$ cat src/rtl/cpu_ctrl_pkg.sv
// Shared encodings for the multicycle CPU control unit: states, opcodes,
// ALU codes, selector codes and the bundled control-word type.
package cpu_ctrl_pkg;

    localparam int OPW    = 6;
    localparam int RA_IDX = 31;

    typedef enum logic [2:0] {
        S_IF     = 3'd0,
        S_ID     = 3'd1,
        S_EXE_AL = 3'd2,
        S_EXE_BR = 3'd3,
        S_EXE_LS = 3'd4,
        S_MEM    = 3'd5,
        S_WB_AL  = 3'd6,
        S_WB_LD  = 3'd7
    } state_t;

    localparam logic [OPW-1:0] OP_ADD  = 6'b000000;
    localparam logic [OPW-1:0] OP_SUB  = 6'b000001;
    localparam logic [OPW-1:0] OP_ADDI = 6'b000010;
    localparam logic [OPW-1:0] OP_OR   = 6'b010000;
    localparam logic [OPW-1:0] OP_AND  = 6'b010001;
    localparam logic [OPW-1:0] OP_ORI  = 6'b010010;
    localparam logic [OPW-1:0] OP_SLT  = 6'b100110;
    localparam logic [OPW-1:0] OP_SW   = 6'b110000;
    localparam logic [OPW-1:0] OP_LW   = 6'b110001;
    localparam logic [OPW-1:0] OP_BEQ  = 6'b110100;
    localparam logic [OPW-1:0] OP_BNE  = 6'b110101;
    localparam logic [OPW-1:0] OP_J    = 6'b111000;
    localparam logic [OPW-1:0] OP_JR   = 6'b111001;
    localparam logic [OPW-1:0] OP_JAL  = 6'b111010;
    localparam logic [OPW-1:0] OP_HALT = 6'b111111;

    localparam logic [2:0] ALU_ADD = 3'b000;
    localparam logic [2:0] ALU_SUB = 3'b001;
    localparam logic [2:0] ALU_OR  = 3'b010;
    localparam logic [2:0] ALU_AND = 3'b011;
    localparam logic [2:0] ALU_SLT = 3'b100;

    localparam logic [1:0] PC_SEQ = 2'd0;
    localparam logic [1:0] PC_BR  = 2'd1;
    localparam logic [1:0] PC_JMP = 2'd2;
    localparam logic [1:0] PC_JR  = 2'd3;

    localparam logic [1:0] RD_RA = 2'd0;
    localparam logic [1:0] RD_RT = 2'd1;
    localparam logic [1:0] RD_RD = 2'd2;

    typedef struct packed {
        logic [1:0] pc_src;
        logic [1:0] reg_dst;
        logic       pc_write;
        logic       ir_write;
        logic       reg_write;
        logic       mem_write;
        logic       alu_src_a;
        logic       alu_src_b;
        logic       ext_sel;
        logic       db_src;
        logic       wr_pc4;
        logic [2:0] alu_op;
        logic       halted;
    } ctrl_t;

    function automatic logic [2:0] alu_code(input logic [OPW-1:0] op);
        case (op)
            OP_SUB:        return ALU_SUB;
            OP_OR, OP_ORI: return ALU_OR;
            OP_AND:        return ALU_AND;
            OP_SLT:        return ALU_SLT;
            default:       return ALU_ADD;
        endcase
    endfunction

    function automatic logic is_imm(input logic [OPW-1:0] op);
        return (op == OP_ADDI) || (op == OP_ORI);
    endfunction

endpackage

$ cat src/rtl/multicycle_ctrl_if.sv
// Controller <-> datapath signal bundle. master = control unit, slave = datapath.
// retired_cnt exists only when PERF_CNT_EN is defined.
interface multicycle_ctrl_if;
    import cpu_ctrl_pkg::*;

    logic [OPW-1:0] opcode;
    logic           zero;
    logic           sign;
    logic [1:0]     pc_src;
    logic [1:0]     reg_dst;
    logic           pc_write;
    logic           ir_write;
    logic           reg_write;
    logic           mem_write;
    logic           alu_src_a;
    logic           alu_src_b;
    logic           ext_sel;
    logic           db_src;
    logic           wr_pc4;
    logic [2:0]     alu_op;
    logic [2:0]     state;
    logic           halted;
`ifdef PERF_CNT_EN
    logic [31:0]    retired_cnt;
`endif

    modport master (
`ifdef PERF_CNT_EN
        output retired_cnt,
`endif
        input  opcode, zero, sign,
        output pc_src, reg_dst, pc_write, ir_write, reg_write, mem_write,
               alu_src_a, alu_src_b, ext_sel, db_src, wr_pc4, alu_op, state, halted
    );

    modport slave (
`ifdef PERF_CNT_EN
        input  retired_cnt,
`endif
        output opcode, zero, sign,
        input  pc_src, reg_dst, pc_write, ir_write, reg_write, mem_write,
               alu_src_a, alu_src_b, ext_sel, db_src, wr_pc4, alu_op, state, halted
    );

endinterface

$ cat src/rtl/ctrl_decode.sv
// Purely combinational decode: (state, opcode, zero, sign) -> control word and next state.
module ctrl_decode
    import cpu_ctrl_pkg::*;
(
    input  state_t         state,
    input  logic [OPW-1:0] opcode,
    input  logic           zero,
    input  logic           sign,
    output ctrl_t          ctrl,
    output state_t         next_state
);

    // sign is part of the datapath status bus but no instruction here branches on it
    logic w_unused_sign;
    assign w_unused_sign = sign;

    always_comb begin
        // NOTE: every output gets a default first so no path through the case infers a latch.
        ctrl       = '0;
        next_state = state;
        case (state)
            S_IF: begin
                ctrl.ir_write = 1'b1;
                next_state    = S_ID;
            end
            S_ID: begin
                case (opcode)
                    OP_J: begin
                        ctrl.pc_src   = PC_JMP;
                        ctrl.pc_write = 1'b1;
                        next_state    = S_IF;
                    end
                    OP_JR: begin
                        ctrl.pc_src   = PC_JR;
                        ctrl.pc_write = 1'b1;
                        next_state    = S_IF;
                    end
                    OP_JAL: begin
                        ctrl.reg_dst   = RD_RA;
                        ctrl.wr_pc4    = 1'b1;
                        ctrl.reg_write = 1'b1;
                        ctrl.pc_src    = PC_JMP;
                        ctrl.pc_write  = 1'b1;
                        next_state     = S_IF;
                    end
                    OP_HALT: begin
                        ctrl.halted = 1'b1;
                        next_state  = S_ID;
                    end
                    OP_BEQ, OP_BNE: next_state = S_EXE_BR;
                    OP_SW, OP_LW:   next_state = S_EXE_LS;
                    OP_ADD, OP_SUB, OP_ADDI, OP_OR, OP_AND, OP_ORI, OP_SLT:
                                    next_state = S_EXE_AL;
                    default: begin
                        ctrl.pc_write = 1'b1;
                        next_state    = S_IF;
                    end
                endcase
            end
            S_EXE_AL: begin
                ctrl.alu_op    = alu_code(opcode);
                ctrl.alu_src_b = is_imm(opcode);
                ctrl.ext_sel   = (opcode != OP_ORI);
                next_state     = S_WB_AL;
            end
            S_WB_AL: begin
                ctrl.reg_write = 1'b1;
                ctrl.reg_dst   = is_imm(opcode) ? RD_RT : RD_RD;
                ctrl.pc_write  = 1'b1;
                next_state     = S_IF;
            end
            S_EXE_BR: begin
                ctrl.alu_op   = ALU_SUB;
                ctrl.pc_write = 1'b1;
                if (((opcode == OP_BEQ) && zero) || ((opcode == OP_BNE) && !zero))
                    ctrl.pc_src = PC_BR;
                next_state = S_IF;
            end
            S_EXE_LS: begin
                ctrl.alu_op    = ALU_ADD;
                ctrl.alu_src_b = 1'b1;
                ctrl.ext_sel   = 1'b1;
                next_state     = S_MEM;
            end
            S_MEM: begin
                if (opcode == OP_SW) begin
                    ctrl.mem_write = 1'b1;
                    ctrl.pc_write  = 1'b1;
                    next_state     = S_IF;
                end else begin
                    next_state = S_WB_LD;
                end
            end
            S_WB_LD: begin
                ctrl.reg_write = 1'b1;
                ctrl.db_src    = 1'b1;
                ctrl.reg_dst   = RD_RT;
                ctrl.pc_write  = 1'b1;
                next_state     = S_IF;
            end
            default: next_state = S_IF;
        endcase
    end

endmodule

$ cat src/rtl/multicycle_ctrl.sv
// Multicycle CPU control unit: state register, reset gating of the decoded
// control word, and the optional retired-instruction counter (PERF_CNT_EN).
module multicycle_ctrl
    import cpu_ctrl_pkg::*;
(
    input  logic              CLK,
    input  logic              Reset,
    multicycle_ctrl_if.master bus
);

    state_t r_state;
    state_t w_next;
    ctrl_t  w_dec;
    ctrl_t  w_ctrl;

    ctrl_decode u_decode (
        .state      (r_state),
        .opcode     (bus.opcode),
        .zero       (bus.zero),
        .sign       (bus.sign),
        .ctrl       (w_dec),
        .next_state (w_next)
    );

    // NOTE: state registers use non-blocking assignment so every flop samples pre-edge values.
    always_ff @(posedge CLK) begin
        if (Reset) r_state <= S_IF;
        else       r_state <= w_next;
    end

    // Reset masks the word combinationally so an aborted instruction writes nothing.
    assign w_ctrl = Reset ? '0 : w_dec;

    assign bus.pc_src    = w_ctrl.pc_src;
    assign bus.reg_dst   = w_ctrl.reg_dst;
    assign bus.pc_write  = w_ctrl.pc_write;
    assign bus.ir_write  = w_ctrl.ir_write;
    assign bus.reg_write = w_ctrl.reg_write;
    assign bus.mem_write = w_ctrl.mem_write;
    assign bus.alu_src_a = w_ctrl.alu_src_a;
    assign bus.alu_src_b = w_ctrl.alu_src_b;
    assign bus.ext_sel   = w_ctrl.ext_sel;
    assign bus.db_src    = w_ctrl.db_src;
    assign bus.wr_pc4    = w_ctrl.wr_pc4;
    assign bus.alu_op    = w_ctrl.alu_op;
    assign bus.halted    = w_ctrl.halted;
    assign bus.state     = Reset ? 3'd0 : r_state;

`ifdef PERF_CNT_EN
    logic [31:0] r_retired_cnt;

    always_ff @(posedge CLK) begin
        if (Reset)               r_retired_cnt <= '0;
        else if (w_ctrl.pc_write) r_retired_cnt <= r_retired_cnt + 32'd1;
    end

    assign bus.retired_cnt = r_retired_cnt;
`endif

endmodule

$ cat src/flat_wrapper.sv
// flat-port wrapper written by rule: the top's interface ports become plain ports
module multicycle_ctrl_flat import cpu_ctrl_pkg::*;
  (CLK, Reset, bus_opcode, bus_zero, bus_sign, bus_pc_src, bus_reg_dst, bus_pc_write, bus_ir_write, bus_reg_write, bus_mem_write, bus_alu_src_a, bus_alu_src_b, bus_ext_sel, bus_db_src, bus_wr_pc4, bus_alu_op, bus_state, bus_halted);
  multicycle_ctrl_if bus_i ();
  input  logic CLK;
  input  logic Reset;
  input wire logic [$bits(bus_i.opcode)-1:0] bus_opcode;
  input wire logic [$bits(bus_i.zero)-1:0] bus_zero;
  input wire logic [$bits(bus_i.sign)-1:0] bus_sign;
  output wire logic [$bits(bus_i.pc_src)-1:0] bus_pc_src;
  output wire logic [$bits(bus_i.reg_dst)-1:0] bus_reg_dst;
  output wire logic [$bits(bus_i.pc_write)-1:0] bus_pc_write;
  output wire logic [$bits(bus_i.ir_write)-1:0] bus_ir_write;
  output wire logic [$bits(bus_i.reg_write)-1:0] bus_reg_write;
  output wire logic [$bits(bus_i.mem_write)-1:0] bus_mem_write;
  output wire logic [$bits(bus_i.alu_src_a)-1:0] bus_alu_src_a;
  output wire logic [$bits(bus_i.alu_src_b)-1:0] bus_alu_src_b;
  output wire logic [$bits(bus_i.ext_sel)-1:0] bus_ext_sel;
  output wire logic [$bits(bus_i.db_src)-1:0] bus_db_src;
  output wire logic [$bits(bus_i.wr_pc4)-1:0] bus_wr_pc4;
  output wire logic [$bits(bus_i.alu_op)-1:0] bus_alu_op;
  output wire logic [$bits(bus_i.state)-1:0] bus_state;
  output wire logic [$bits(bus_i.halted)-1:0] bus_halted;
  assign bus_i.opcode = bus_opcode;
  assign bus_i.zero = bus_zero;
  assign bus_i.sign = bus_sign;
  assign bus_pc_src = bus_i.pc_src;
  assign bus_reg_dst = bus_i.reg_dst;
  assign bus_pc_write = bus_i.pc_write;
  assign bus_ir_write = bus_i.ir_write;
  assign bus_reg_write = bus_i.reg_write;
  assign bus_mem_write = bus_i.mem_write;
  assign bus_alu_src_a = bus_i.alu_src_a;
  assign bus_alu_src_b = bus_i.alu_src_b;
  assign bus_ext_sel = bus_i.ext_sel;
  assign bus_db_src = bus_i.db_src;
  assign bus_wr_pc4 = bus_i.wr_pc4;
  assign bus_alu_op = bus_i.alu_op;
  assign bus_state = bus_i.state;
  assign bus_halted = bus_i.halted;
  multicycle_ctrl u_core (.CLK(CLK), .Reset(Reset), .bus(bus_i));
endmodule
$ cat config.mk
export PLATFORM = sky130hd
export DESIGN_NAME = multicycle_ctrl_flat
export DESIGN_NICKNAME = d
export VERILOG_FILES = /design/src/rtl/cpu_ctrl_pkg.sv /design/src/rtl/multicycle_ctrl_if.sv /design/src/rtl/ctrl_decode.sv /design/src/rtl/multicycle_ctrl.sv /design/src/flat_wrapper.sv
export SDC_FILE = /design/constraint.sdc
export NUM_CORES = 1
export LEC_CHECK = 0
export CAP_MARGIN = 20
export CORE_MARGIN = 4
export CORE_UTILIZATION = 39
export CTS_BUF_LIST = sky130_fd_sc_hd__clkbuf_2
export DETAILED_ROUTE_END_ITERATION = 10
export PLACE_DENSITY = 0.82
export SLEW_MARGIN = 40
export SYNTH_ARGS = -nofsm -noshare
export SYNTH_HDL_FRONTEND = slang
export SYNTH_SLANG_ARGS = --single-unit
$ cat constraint.sdc
create_clock -name CLK -period 2.4 [get_ports CLK]
set_input_delay 0.36 -clock CLK [delete_from_list [all_inputs] [get_ports CLK]]
set_output_delay 0.36 -clock CLK [all_outputs]
set_load 0.02 [all_outputs]
==> results.yml <==
logic_synthesis:
  synth_flop_cell: "dfxtp_1"
  synth.top_cell.area_share_pct: 11.5
  postSynth.asyncResetShare_pct: 0
  synth_cell_types: 32
  synth.ff_latch_count: 3
  synth_warnings: 0
  avgSynthCellArea_um2: 6.47
  synth_most_common_cell: "nor2_1"
  seq_area_frac_synth_pct: 11.5
  synth-edff-count: 0
  synth_nets: 91
  synth_area_leaders: "dfxtp_1, nor2_1, nor4_1"
  synth_cells: 81
  mappedNetlistArea_um2: 524
  synth_common_cells: "nor2_1, nor3_1, nor4_1"
  synth_top_area_cell: "dfxtp_1"
cts:
  clock_path_buffers: 2
  cts_htree_levels: 1
  tritoncts: "done"
  clock_tree.root_cell: "clkbuf_2"
  post_cts_buffers: 0
  cts_buffers: 3
  insertion_delay_ns: 0.21
  clkTransAtPathRegs_ns: 0.05
  cts_sinks: 3
setup_path:
  cp-end-kind: "output pin"
  worstSetupPathType: "primary input to output pin"
  arrival_ns: 1.95
  worst-path-stages: 7
  crit_family: "simple AND/OR/NAND/NOR gates"
  critPathMaxStageDelay_ns: 0.53
  crit_required_ns: 2.04
  crit_slowest_cell: "or4_4"
  path_buf_inv: 2
  cp_cell_sequence: "dlygate4sd2_1 -> nand2b_4 -> and3_1 -> or4_4 -> a311oi_2 -> nor3_1 -> buf_2"
  ff2ff_path_depth: 5
  worstPathMaxFanout: 3
  crit_path_start_kind: "primary input"
  rrSetupSlack_ns: 1.22
  reg2reg_to: "u_core.r_state[0]"
  reg2reg_from: "u_core.r_state[2]"
flow_run:
  drv_cap: 0
die:
  initial_core_util_pct: 44.2
  die_height_um: 44.7
  die_area_mm2: 0.00199
  dieWidth_um: 44.7
  row_count: 12
  pin_count: 30
  coreArea_mm2: 0.00119
global_route:
  grt_pass1_vias: 796
  antenna_found_initial: 0
  gr-total-overflow: 0
  grt_usage_pct: 22.3
  grt_max_degree: 12
  grt_pass1_wl_mm: 3.39
placed_design:
  io_buffers: 27
  post-place-ws_ns: -0.527
  place.gp.congestion: 0.900
  placed_cell_area_um2: 933
  placed_cells: 139
  dp_hpwl_mm: 1.47
finish:
  antenna_cells: 0
  layout.nets: 140
  finalNonFillerCells: 143
  regMostFlops: "u_core.r_state"
  finalInstanceArea_um2: 978
  largestRegisters: "u_core.r_state x3"
  syn_to_final_growth_pct: 86.6
  drive_above_1_share_pct: 29.5
  largest_reg_flops: 3
timing:
  fin_crit_ns: 2.31
  finalSetupViolCount: 0
  fmax_ghz: 0.432
  hold_viol_final: 0
  slew_violations: 0
  fin_skew_ns: 0.00885
  fin_ws_ns: 0.0863
  fin_crit_sh_pct: 96.4
hold_path:
  min_to: "u_core.r_state[0]"
  hp-start: "u_core.r_state[1]"
  hold_path_class: "flop to flop"
  whs_path_depth: 1
routing:
  final_antenna_net_count: 0
  routed-via-count: 776
  drc_errors: 0
  viasPerCell: 5.43
  routedWlPerCell_um: 14.3
  first_pass_iters: 4
  drtIter0Drc: 36
  totalWireLength_mm: 2.05
power_and_ir_drop:
  cellPowerDensity_mw_per_mm2: 285
  ir_drop_uv: 173
  p_leak_nw: 0.530
  p_total_mw: 0.279
run_status:
  outcome: "finished, final reports clean"
## routing by layer
metal	track usage (%)	vias up	share of wire, %
met4	12.0	0	0
met5	0	-	0
met2	39.5	46	52
met3	2.03	0	7.3
li1	-	386	-
met1	25.8	344	41
## worst reg2reg max path: cells and delay by family (launching register included)
family          cells  cell delay, ns
simple gates        1            0.16
compound gates      2            0.33
buf+inv             2            0.31
flops               1            0.30
## layout make-up
class	count	area, um^2
Clock buffer	4	20.0
Fill cell	88	208
Inverter	5	18.8
Multi-Input combinational cell	66	428
Sequential cell	3	60.1
Tap cell	14	17.5
Timing Repair Buffer	51	434
## logic make-up after synthesis
group                  Yosys count  synth area share, %
AO/OA/AOI/OAI                   16                 20.1
XOR/XNOR                         1                 1.67
buffers and inverters           12                 14.8
flip-flops                       3                 11.5
other                            1                0.715
AND/OR/NAND/NOR                 48                 51.3
## what timing repair did
item | in CTS | in global routing
resized for setup | 26 | 9
pin swaps | 0 | 0
endpoints found under the setup margin | 14 | 10
cloned | 0 | 0
hold buffers | 0 | 0
## worst max-delay path by stage
stage                      startpoint             to  slack, ns
global route            bus_opcode[5]   bus_pc_write      -0.06
CTS                     bus_opcode[2]  bus_pc_src[0]     0.0007
detailed placement      bus_opcode[5]   bus_pc_write      -0.53
global placement        bus_opcode[5]   bus_pc_write      -0.48
floorplan           u_core.r_state[2]  bus_alu_op[2]       0.27
finish                  bus_opcode[4]   bus_pc_write       0.09
## cell usage in the layout, fill, tap and decap left out, drive strengths merged, types with 2 or more instances in the layout
master         Yosys  final
inv                5      5
a21oi              5      5
clkdlybuf4s50      0      6
and3               3      3
nand2              4      4
nand3              3      3
dlygate4sd2        0     13
and2               2      2
clkdlybuf4s15      0      2
clkbuf             5      5
nand2b             4      4
and3b              2      2
nor3               7      7
dfxtp              3      3
buf                1     25
nor4               6      6
dlymetal6s2s       0      4
o21ai              4      4
nor2              11     11
## per-stage QoR
step	setup TNS (ns)	utilization [%]	hold WS, ns
5_1_grt	-0.0595	82.5	0.554
6_report	0	82.5	0.539
4_1_cts	0	80.6	0.531
2_1_floorplan	0	-	0.533
3_5_place_dp	-2.88	78.7	0.525
3_3_place_gp	-2.75	78.7	0.506
## report_power, final
part	total, mW	leakage (nW)	switching [mW]	internal [mW]
registers	0.0594	0.0246	0.00498	0.0544
logic	0.146	0.489	0.0748	0.0717
clock network	0.0729	0.0166	0.0290	0.0440
Power figures use the tool's default switching activity.
